`config.mk`:
```
export PLATFORM = sky130hd
export DESIGN_NAME = apb_master_arbiter
export DESIGN_NICKNAME = d
export VERILOG_FILES = /design/src/rtl/apb_master_arbiter.sv
export SDC_FILE = /design/constraint.sdc
export NUM_CORES = 1
export LEC_CHECK = 0
export CORE_AREA = 2 2 158 160
export CTS_CLUSTER_SIZE = 12
export DETAILED_ROUTE_END_ITERATION = 10
export DIE_AREA = 0 0 160 162
export PLACE_DENSITY = 0.64
export SLEW_MARGIN = 25
export SYNTH_ARGS = -nofsm -noshare
export SYNTH_HDL_FRONTEND = slang
export SYNTH_SLANG_ARGS = --single-unit
```
`constraint.sdc`:
```
create_clock -name apb_clk_in -period 2.5 [get_ports apb_clk_in]
set_input_delay 0.375 -clock apb_clk_in [delete_from_list [all_inputs] [get_ports apb_clk_in]]
set_output_delay 0.375 -clock apb_clk_in [all_outputs]
set_load 0.05 [all_outputs]
```
`src/rtl/apb_master_arbiter.sv`:
```
// Round-robin arbiter sharing one apb_master_if among REQ_NUM requesters.
// Define APB_ARB_FIXED_PRIO_EN for fixed priority (lowest index wins) instead of round-robin.
module apb_master_arbiter #(
    parameter int REQ_NUM        = 4,
    parameter int APB_ADDR_WIDTH = 32,
    parameter int APB_DATA_WIDTH = 32
) (
    input  logic                                apb_clk_in,
    input  logic                                apb_rstn_in,
    input  logic [REQ_NUM-1:0]                  req_sel_in,
    input  logic [REQ_NUM-1:0]                  req_write_in,
    input  logic [REQ_NUM*APB_ADDR_WIDTH-1:0]   req_addr_in,
    input  logic [REQ_NUM*APB_DATA_WIDTH-1:0]   req_wdata_in,
    output logic [REQ_NUM-1:0]                  req_grant_out,
    output logic [REQ_NUM-1:0]                  req_ready_out,
    output logic [REQ_NUM-1:0]                  req_error_out,
    output logic [APB_DATA_WIDTH-1:0]           req_rdata_out,
    output logic                                m_sel_out,
    output logic                                m_write_out,
    output logic [APB_ADDR_WIDTH-1:0]           m_addr_out,
    output logic [APB_DATA_WIDTH-1:0]           m_wdata_out,
    input  logic                                m_ready_in,
    input  logic                                m_error_in,
    input  logic [APB_DATA_WIDTH-1:0]           m_rdata_in,
    output logic                                busy_out
);

    localparam int IDX_W = (REQ_NUM > 1) ? $clog2(REQ_NUM) : 1;

    typedef enum logic [2:0] {
        IDLE    = 3'b001,
        BUSY    = 3'b010,
        RELEASE = 3'b100
    } state_t;

    state_t           state;
    logic [IDX_W-1:0] win;

`ifdef APB_ARB_FIXED_PRIO_EN
    always_comb begin
        win = '0;
        for (int i = REQ_NUM - 1; i >= 0; i--) begin
            if (req_sel_in[i]) win = IDX_W'(i);
        end
    end
`else
    logic [IDX_W-1:0] last_grant;

    // Scan offsets from farthest to nearest so the nearest pending requester after last_grant wins.
    always_comb begin
        win = '0;
        for (int k = REQ_NUM; k >= 1; k--) begin
            int idx;
            idx = int'(last_grant) + k;
            if (idx >= REQ_NUM) idx = idx - REQ_NUM;
            if (req_sel_in[idx]) win = IDX_W'(idx);
        end
    end
`endif

    always_ff @(posedge apb_clk_in or negedge apb_rstn_in) begin
        if (!apb_rstn_in) begin
            state         <= IDLE;
            req_grant_out <= '0;
            req_ready_out <= '0;
            req_error_out <= '0;
            req_rdata_out <= '0;
            m_sel_out     <= 1'b0;
            m_write_out   <= 1'b0;
            m_addr_out    <= '0;
            m_wdata_out   <= '0;
            busy_out      <= 1'b0;
`ifndef APB_ARB_FIXED_PRIO_EN
            last_grant    <= IDX_W'(REQ_NUM - 1);
`endif
        end else begin
            case (state)
                IDLE: begin
                    req_ready_out <= '0;
                    req_error_out <= '0;
                    if (|req_sel_in) begin
                        m_sel_out     <= 1'b1;
                        m_write_out   <= req_write_in[win];
                        m_addr_out    <= req_addr_in[int'(win)*APB_ADDR_WIDTH +: APB_ADDR_WIDTH];
                        m_wdata_out   <= req_write_in[win] ?
                                         req_wdata_in[int'(win)*APB_DATA_WIDTH +: APB_DATA_WIDTH] : '0;
                        req_grant_out <= REQ_NUM'(1) << win;
                        busy_out      <= 1'b1;
                        state         <= BUSY;
`ifndef APB_ARB_FIXED_PRIO_EN
                        last_grant    <= win;
`endif
                    end
                end
                BUSY: begin
                    // Payload stays frozen here; requester inputs are not looked at.
                    if (m_ready_in) begin
                        req_ready_out <= req_grant_out;
                        req_error_out <= m_error_in ? req_grant_out : '0;
                        req_rdata_out <= m_write_out ? '0 : m_rdata_in;
                        m_sel_out     <= 1'b0;
                        req_grant_out <= '0;
                        state         <= RELEASE;
                    end
                end
                RELEASE: begin
                    req_ready_out <= '0;
                    req_error_out <= '0;
                    if (!m_ready_in) begin
                        busy_out <= 1'b0;
                        state    <= IDLE;
                    end
                end
                default: begin
                    req_grant_out <= '0;
                    req_ready_out <= '0;
                    req_error_out <= '0;
                    m_sel_out     <= 1'b0;
                    busy_out      <= 1'b0;
                    state         <= IDLE;
                end
            endcase
        end
    end

endmodule
```
# Word-level counts from Yosys, hierarchy flattened
# Cells that the tools add are included.
[classes] addsub=8 eq_ne=6 n_mux=41 n_reduce_logical=6 n_lt_le_gt_ge=9 bitwise=2 n_shift=3
[op_table] op="$shiftx 128x8->32" n=2
[op_table] op="$mux 32" n=6
[op_table] op="$lt 32x4->1 const B" n=4
[op_table] op="$mux 4" n=7
[op_table] op="$mux 1" n=12
[op_table] op="$pmux 4 s3" n=1
[op_table] op="$sub 3x3->4 const B" n=3
[op_table] op="$bmux 1 s2" n=5
[op_table] op="$ge 3x3->1 const B" n=3
[op_table] op="$mux 3" n=3
[op_table] op="$pmux 3 s3" n=1
[op_table] op="$reduce_and 3->1" n=3
[op_table] op="$mux 2" n=4
[op_table] op="$add 2x2->3 const B" n=2
[op_table] op="$ne 2x2->1 const B" n=3
[op_table] op="$pmux 1 s3" n=2
[op_table] op="$sub 4x3->5 const B" n=1
[op_table] op="$add 2x3->4 const B" n=1
[op_table] op="$ge 4x3->1 const B" n=1
[op_table] op="$reduce_and 2->1" n=2
[op_table] op="$reduce_or 4->1" n=1
[op_table] op="$shl 1x2->4 const A" n=1
[op_table] op="$add 2x1->3 const B" n=1
[op_table] op="$eq 3x1->1 const B" n=1
[op_table] op="other kinds (4)" n=5
[word_totals] output_inout_bits=111 ff_bits=116 word_cells=86 in_bits=300

# Longest topological paths before layout
[depth] depth_word=13 depth_mapped=9 depth_no_buf=5

# Worst setup path before layout
# Ideal clock, no wire load.
[synth_timing] kind="reg2reg" from="register last_grant[0]" to="register m_addr_out[13]" stages_incl_launch_ff=8 synth_period_minus_slack_ps=1911 required_time_ps=2379 path_buffers=2 setup_ps=121 setup_slack_ps=589 arrival_ps=1789 cell_sequence="dfstp_2 -> inv_1 -> a221o_1 -> buf_6 -> and2_4 -> buf_6 -> a221o_1 -> o22a_1"
[synth_between] elab_chain_len=11 word_cells_on_any_way=33 cone_classes="8 x add/sub; 4 x order compare; 1 x shift; 20 x mux"
[synth_rtl] item="from (decl)" line="47" source="logic [IDX_W-1:0] last_grant;"
[synth_rtl] item="from (signal assigned)" line="74" source="last_grant <= IDX_W'(REQ_NUM - 1);"
[synth_rtl] item="from (signal assigned)" line="91" source="last_grant <= win;"
[synth_rtl] item="$add 2x3->4" line="54" source="idx = int'(last_grant) + k;"
[synth_rtl] item="$sub 4x3->5 or $ge 4x3->1 (tied branches)" line="55" source="if (idx >= REQ_NUM) idx = idx - REQ_NUM;"
[synth_rtl] item="$mux 32" line="55"
[synth_rtl] item="$bmux 1 s2" line="56" source="if (req_sel_in[idx]) win = IDX_W'(idx);"
[synth_rtl] item="$mux 1 (not written as such) (2 in series)" line="56"
[synth_rtl] item="$mux 2 (3 in series)" line="56"
[synth_rtl] item="$mux 2 *" line="56"
[synth_rtl] item="$shiftx 128x8->32 *" line="84" source="m_addr_out <= req_addr_in[int'(win)*APB_ADDR_WIDTH +: APB_ADDR_WIDTH];"
[synth_rtl] item="to (signal assigned)" line="84"
[synth_rtl] item="to (decl)" line="20" source="output logic [APB_ADDR_WIDTH-1:0] m_addr_out,"
# Every way passes the cells marked *; elsewhere a longest branch is shown, timed or not. The select of a mux whose other input is x is not followed.
# A chain may end at the register's enable or synchronous reset.

# Final worst setup path
[layout_timing] from="register req_grant_out[3]" to="output port req_grant_out[3]"
[layout_rtl] item="from (decl)" line="14" source="output logic [REQ_NUM-1:0] req_grant_out,"
[layout_rtl] item="from (signal assigned)" line="87" source="req_grant_out <= REQ_NUM'(1) << win;"
# No word-level cell between the ends.

==> flow_summary.toml <==
[synth]
synth_edf_count = 0
yosysWarnings = 0
synth_area_leaders = "dfrtp_1 42%, nand2_1 5.7%, a22o_1 5.2%"
synth_top_area_share_pct = 41.63
ys_seq_elements = 116
synth_cell_types = 46
synth_ff_type = "dfrtp_1"
netlist_area_um2 = 6793
seq_area_frac_synth_pct = 42.79
synth_nets = 1051
synth_area_per_cell_um2 = 9.045
syn_inst = 751
yosysTopAreaCell = "dfrtp_1"
async_flop_share_pct = 100.0

[timing]
finalWorstSetupSlack_ns = 0.3990
hold_viol_final = 0
period_minus_slack_ns = 2.101
setup_violations = 0
grt_setup_unrepaired = "false"
period_share_pct = 84.04
maxSlewViolCount = 0
setup_tns_ns = 0
holdWs_ns = 0.4632
slew_headroom_pct = 34.17
skew_ns = 0.009038
tightest_slew_ns = 0.9851
fmax_mhz = 476.0

[global_routing]
first_global_vias = 7743
grt_pass1_wl_mm = 45.72
antenna_found_initial = 0
overflow = 0
grt_max_degree = 56
track_usage_pct = 22.61

[clock_network]
clkTransAtPathRegs_ns = 0.06
cts_htree_levels = 4
ctsResizeCount = 0
clock_sinks = 116
clock_latency_ns = 0.41
numCtsBuffers = 17
tritoncts = "built"
root_buffer = "clkbuf_16"
clk_path_buf_depth = 2
post_cts.repair.setup_buffers = 0

[finish]
area_growth_syn_to_layout_pct = 76.17
final_util_pct = 49.64
drive_gt1_share_pct = 9.835
antennaDiodeCount = 0
layout.nets = 1436
fin_cells = 1473
fill_cells = 2346
final_cell_area_um2 = 11970

[worst_setup_path]
worstPathMaxFanout = 4
cp_top_family = "buffers and inverters"
cp.arrival_ns = 1.73
cp-start-kind = "flop"
crit_buf_inv = 1
cp.required_ns = 2.12
crit_type = "reg2out"
crit_chain = "clkdlybuf4s50_1"
slowest_stage = "clkdlybuf4s50_1"
worstSetupEndpointType = "primary output"
max_stage_delay_ns = 0.87

[placed_design]
portBuffers = 410
place_congestion = 0.8383
place_ws_ns = -0.009527
place_area_um2 = 11350
dp_hpwl_mm = 22.00
placed_cells = 1440

[pwr]
power_density_nw_per_um2 = 1254
fin_total_pwr_mw = 15.00
peakVddDrop_uv = 743.1
power_leakage_nw = 4.849

[drt]
antenna_left = 0
wl_per_cell_um = 20.58
viasPerCell = 5.235
drc = 0
num_vias = 7711
finalWirelength_mm = 30.32
drt_iter0_markers = 411
drtPass1Iterations = 4

[outcome]
status = "finished clean"

[job]
cap_violations = 0

[die]
dieArea_um2 = 25920
fp.dieW_um = 160
core-area_um2 = 24110
io_pins = 411
num_rows = 57
start_util_pct = 28.18
die_y_um = 162

[worst_hold_path]
holdCritPathClass = "reg2reg"
-- logic make-up after synthesis --
kind of cell    synth area share (%)
simple gates                   24.90
buf+inv                        6.042
compound gates                 26.27
flops                          42.79
-- routing by layer --
metal / wire [um] / vias up / GRT usage (%)
met5: 0 / - / 0
met4: 691 / 0 / 6.593
met3: 2017 / 40 / 5.516
met2: 14870 / 323 / 39.12
met1: 12740 / 3749 / 28.07
li1: - / 3599 / -
-- worst paths after layout --
path	startpoint	end	slack [ns]	cells after the start
min reg2reg	req_rdata_out[11]$_DFFE_PN0P_	req_rdata_out[11]$_DFFE_PN0P_	0.46	2
min in group asynchronous	apb_rstn_in	m_wdata_out[5]$_DFFE_PN0P_	0.50	2
max	req_grant_out[3]$_DFFE_PN0P_	req_grant_out[3]	0.40	1
max in group asynchronous	apb_rstn_in	m_wdata_out[24]$_DFFE_PN0P_	1.31	3
max reg2reg	last_grant[1]$_DFFE_PN1P_	m_wdata_out[30]$_DFFE_PN0P_	0.41	6
min	req_rdata_out[11]$_DFFE_PN0P_	req_rdata_out[11]$_DFFE_PN0P_	0.46	2
-- repair_timing --
item | 4_1_cts | 5_1_grt
endpoints found under the setup margin | 0 | 0
endpoints found under the hold margin | 49 | 0
hold buffers | 1 | 0
-- placed cells by master, fill, tap and decap left out, drive strengths merged, types with 4 or more instances in the layout --
master / Yosys / routed
a21oi: 40 / 40
a221o: 9 / 9
a221oi: 24 / 24
a22o: 40 / 40
a32o: 4 / 4
and4: 24 / 24
buf: 25 / 42
clkbuf: 59 / 18
clkdlybuf4s50: 0 / 407
clkinv: 0 / 7
dfrtp: 113 / 113
inv: 1 / 4
nand2: 104 / 104
nand2b: 8 / 8
nand3: 64 / 64
nand3b: 33 / 33
nand4: 40 / 40
nor2: 31 / 31
o21ai: 60 / 60
o22a: 8 / 8
o31a: 24 / 24
o31ai: 8 / 8
or2: 5 / 5
-- synth_stat cells, types with 7 or more instances --
master,n
nand2b_1,8
o31ai_1,8
a22o_1,40
o21ai_0,51
clkbuf_1,59
o21ai_1,9
nand2_1,104
dfrtp_1,113
nor2_1,31
o31a_1,24
nand4_1,40
a221oi_2,19
buf_4,7
o22a_1,8
buf_6,7
a221o_1,9
nand3_1,64
nand3b_1,33
and4_1,24
a21oi_1,40
buf_2,10
-- layout make-up --
type	count	area, um^2	area share (%)
inverters	1	3.754	0.03137
clock buffers	18	429.2	3.586
clock inverters	14	177.7	1.485
flip-flops and latches	116	2907	24.29
multi-input cells	550	3521	29.42
well taps	324	405.4	3.388
repair buffers	450	4523	37.80
-- where the power goes --
part           internal (mW)  switching [mW]  leakage, nW
Sequential              2.76           0.562         1.46
Clock                   1.58           0.956        0.295
Combinational           3.40            5.75         3.09
Total                   7.74            7.27         4.85
-- registers in the layout, summed over array words and instances (netlist names), 2 cells and up --
name	count
req_grant_out	4
last_grant	2
req_ready_out	4
req_error_out	4
state	3
m_addr_out	32
req_rdata_out	32
m_wdata_out	32
No activity file was read; power rests on OpenSTA's default activity.
==> RTL edit (same settings) <==
Change the parameter `APB_DATA_WIDTH` from 32 to 40.
--- a/src/rtl/apb_master_arbiter.sv
+++ b/src/rtl/apb_master_arbiter.sv
@@ -5,3 +5,3 @@
     parameter int APB_ADDR_WIDTH = 32,
-    parameter int APB_DATA_WIDTH = 32
+    parameter int APB_DATA_WIDTH = 40
 ) (
Interface: changed (resized m_rdata_in, m_wdata_out, req_rdata_out and req_wdata_in); port bits go from 411 to 467. The function was not compared with the original's and may differ.
==> RTL edit against the unedited design <==
- synthesized cell count increased by 7.7%
- wire length increased by 1.8%
- synthesized area increased by 5.2%
- cell area increased by 7.5%
- global-route usage increased by 0.54 points
- clock skew increased by 1.8 ps
- worst setup slack improved by 44 ps
- sequential cell count increased by 16
- non-clock buffer count increased by 45
- total power increased by 9.7%
- clock power increased by 6%
- largest cell class unchanged
==> RTL edit: results (changes against the unedited design) <==
metric	value	unit	change
Seq/Total Area, Yosys	46.3	%	was 42.8%
RR Endpoint	m_addr_out[12]$_DFFE_PN0P_		was m_wdata_out[30]$_DFFE_PN0P_
H-tree level count	4		unchanged
DR iter-0 viols	525		was 411
Skew-Pair Late Insertion Delay	430	ps	was 410 ps
Clock Tree Buf Depth	2		unchanged
Synth Flop Type	dfrtp_1		unchanged
Leakage	5.36	nW	was 4.85 nW
total CTS buffers	17		unchanged
setup bufs post-CTS	0		unchanged
RePlAce Congestion	0.853		was 0.838
share of layout cells above drive strength 1	6.34	%	was 9.83%
initial antenna violation count	4		was 0
hold buffers post-CTS	1		unchanged
global router's overall resource usage	23.2	%	was 22.6%
Synth cell types	45		was 46
worst-path maximum fanout	2		was 4
Synth Instances	809		was 751
Post-synth top cells	212 x nand2_1, 129 x dfrtp_1, 73 x nand3b_1		was 113 x dfrtp_1, 104 x nand2_1, 64 x nand3_1
Final Non-Filler Cells	1589		was 1,473
Syn Nets	1149		was 1,051
maximum VDD drop	0.563	mV	was 0.743 mV
First-pass DRT Iterations	4		unchanged
CTS clk-pin slew, worst paths	60	ps	about the same
Setup Skew	10.9	ps	was 9.04 ps
port bufs	466		was 410
Crit path largest cell delay	850	ps	was 870 ps
largest net degree at the start of global routing	67		was 56
R2R cell count	5		was 6
CP Launch Point	m_addr_out[27]$_DFFE_PN0P_		was req_grant_out[3]$_DFFE_PN0P_
r2r startpoint	last_grant[0]$_DFFE_PN1P_		was last_grant[1]$_DFFE_PN1P_
clk root buf	clkbuf_16		unchanged
HPWL Detailed	23000	um	was 22,000 um
first-pass GRT wire length	46400	um	was 45,700 um
Largest regs	m_wdata_out x40, req_rdata_out x40, m_addr_out x32		was m_addr_out x32, m_wdata_out x32, req_rdata_out x32
post-CTS sizing	0		unchanged
Critical Path AT	1680	ps	was 1730 ps
Slew HR	48.4	%	was 34.2%
Avg WL per Cell	19.4	um	was 20.6 um
outcome	finished clean		unchanged
Hold WC Path Type	in2async		was reg2reg
setup slack, reg-to-reg	480	ps	was 410 ps
Area contributors post-synth	dfrtp_1 45%, nand2_1 11%, nand3b_1 7.7%, a22o_1 5.8%, o2111ai_1 4.9%		was dfrtp_1 42%, nand2_1 5.7%, a22o_1 5.2%, nand3_1 4.7%, a221oi_2 4.2%
via count	7979		was 7,711
RTL edit: kinds of logic after synthesis:
kind of cell / Yosys count / share of synthesized area [%]
buf+inv: 117 / 7.55
compound gates: 184 / 21.1
flops: 132 / 46.3
simple gates: 375 / 24.9
mux: 1 / 0.140
RTL edit: cell type report:
type                    instances  area [um2]
fillers                      2262       11200
repair buffers                495        5020
multi-input cells             560        3330
flip-flops and latches        132        3310
clock buffers                  17         425
well taps                     324         405
clock inverters                15         208
inverters                      43         161
diodes                          3        7.51
RTL edit: where the power goes:
group	switching, W	total [W]	internal (W)
clock	0.00115	0.00270	0.00154
sequential	0.000657	0.00380	0.00315
combinational	0.00629	0.00996	0.00367
total	0.00810	0.0165	0.00836
RTL edit: worst max path at each step:
stage,end,slack [ps],depth (start not counted)
after detailed placement,m_wdata_out[29]$_DFFE_PN0P_,80,6
after global placement,m_wdata_out[21]$_DFFE_PN0P_,110,6
after floorplan,m_wdata_out[29]$_DFFE_PN0P_,620,8
after CTS,m_wdata_out[18],430,1
after global routing,m_addr_out[11]$_DFFE_PN0P_,300,5
final,m_addr_out[27],440,1
RTL edit: per-stage QoR:
step / total power (W) / setup slack (ps) / utilization, % / hold slack (ps) / area, um2
floorplan: 0.0101 / 617 / - / 79.4 / 7140
global placement: 0.0138 / 112 / 50.7 / 317 / 12200
detailed placement: 0.0138 / 75.3 / 50.7 / 322 / 12200
CTS: 0.0166 / 427 / 53.3 / 434 / 12900
global route: 0.0173 / 301 / 53.4 / 458 / 12900
finish: 0.0165 / 443 / 53.4 / 438 / 12900
RTL edit: metal layers:
layer	up-vias	global-route usage (%)	part of all wire [%]
met5	-	0	0.042
met1	3801	28.1	41
li1	3777	-	-
met2	340	38.7	49
met4	2	9.87	3.2
met3	59	6.54	7.0
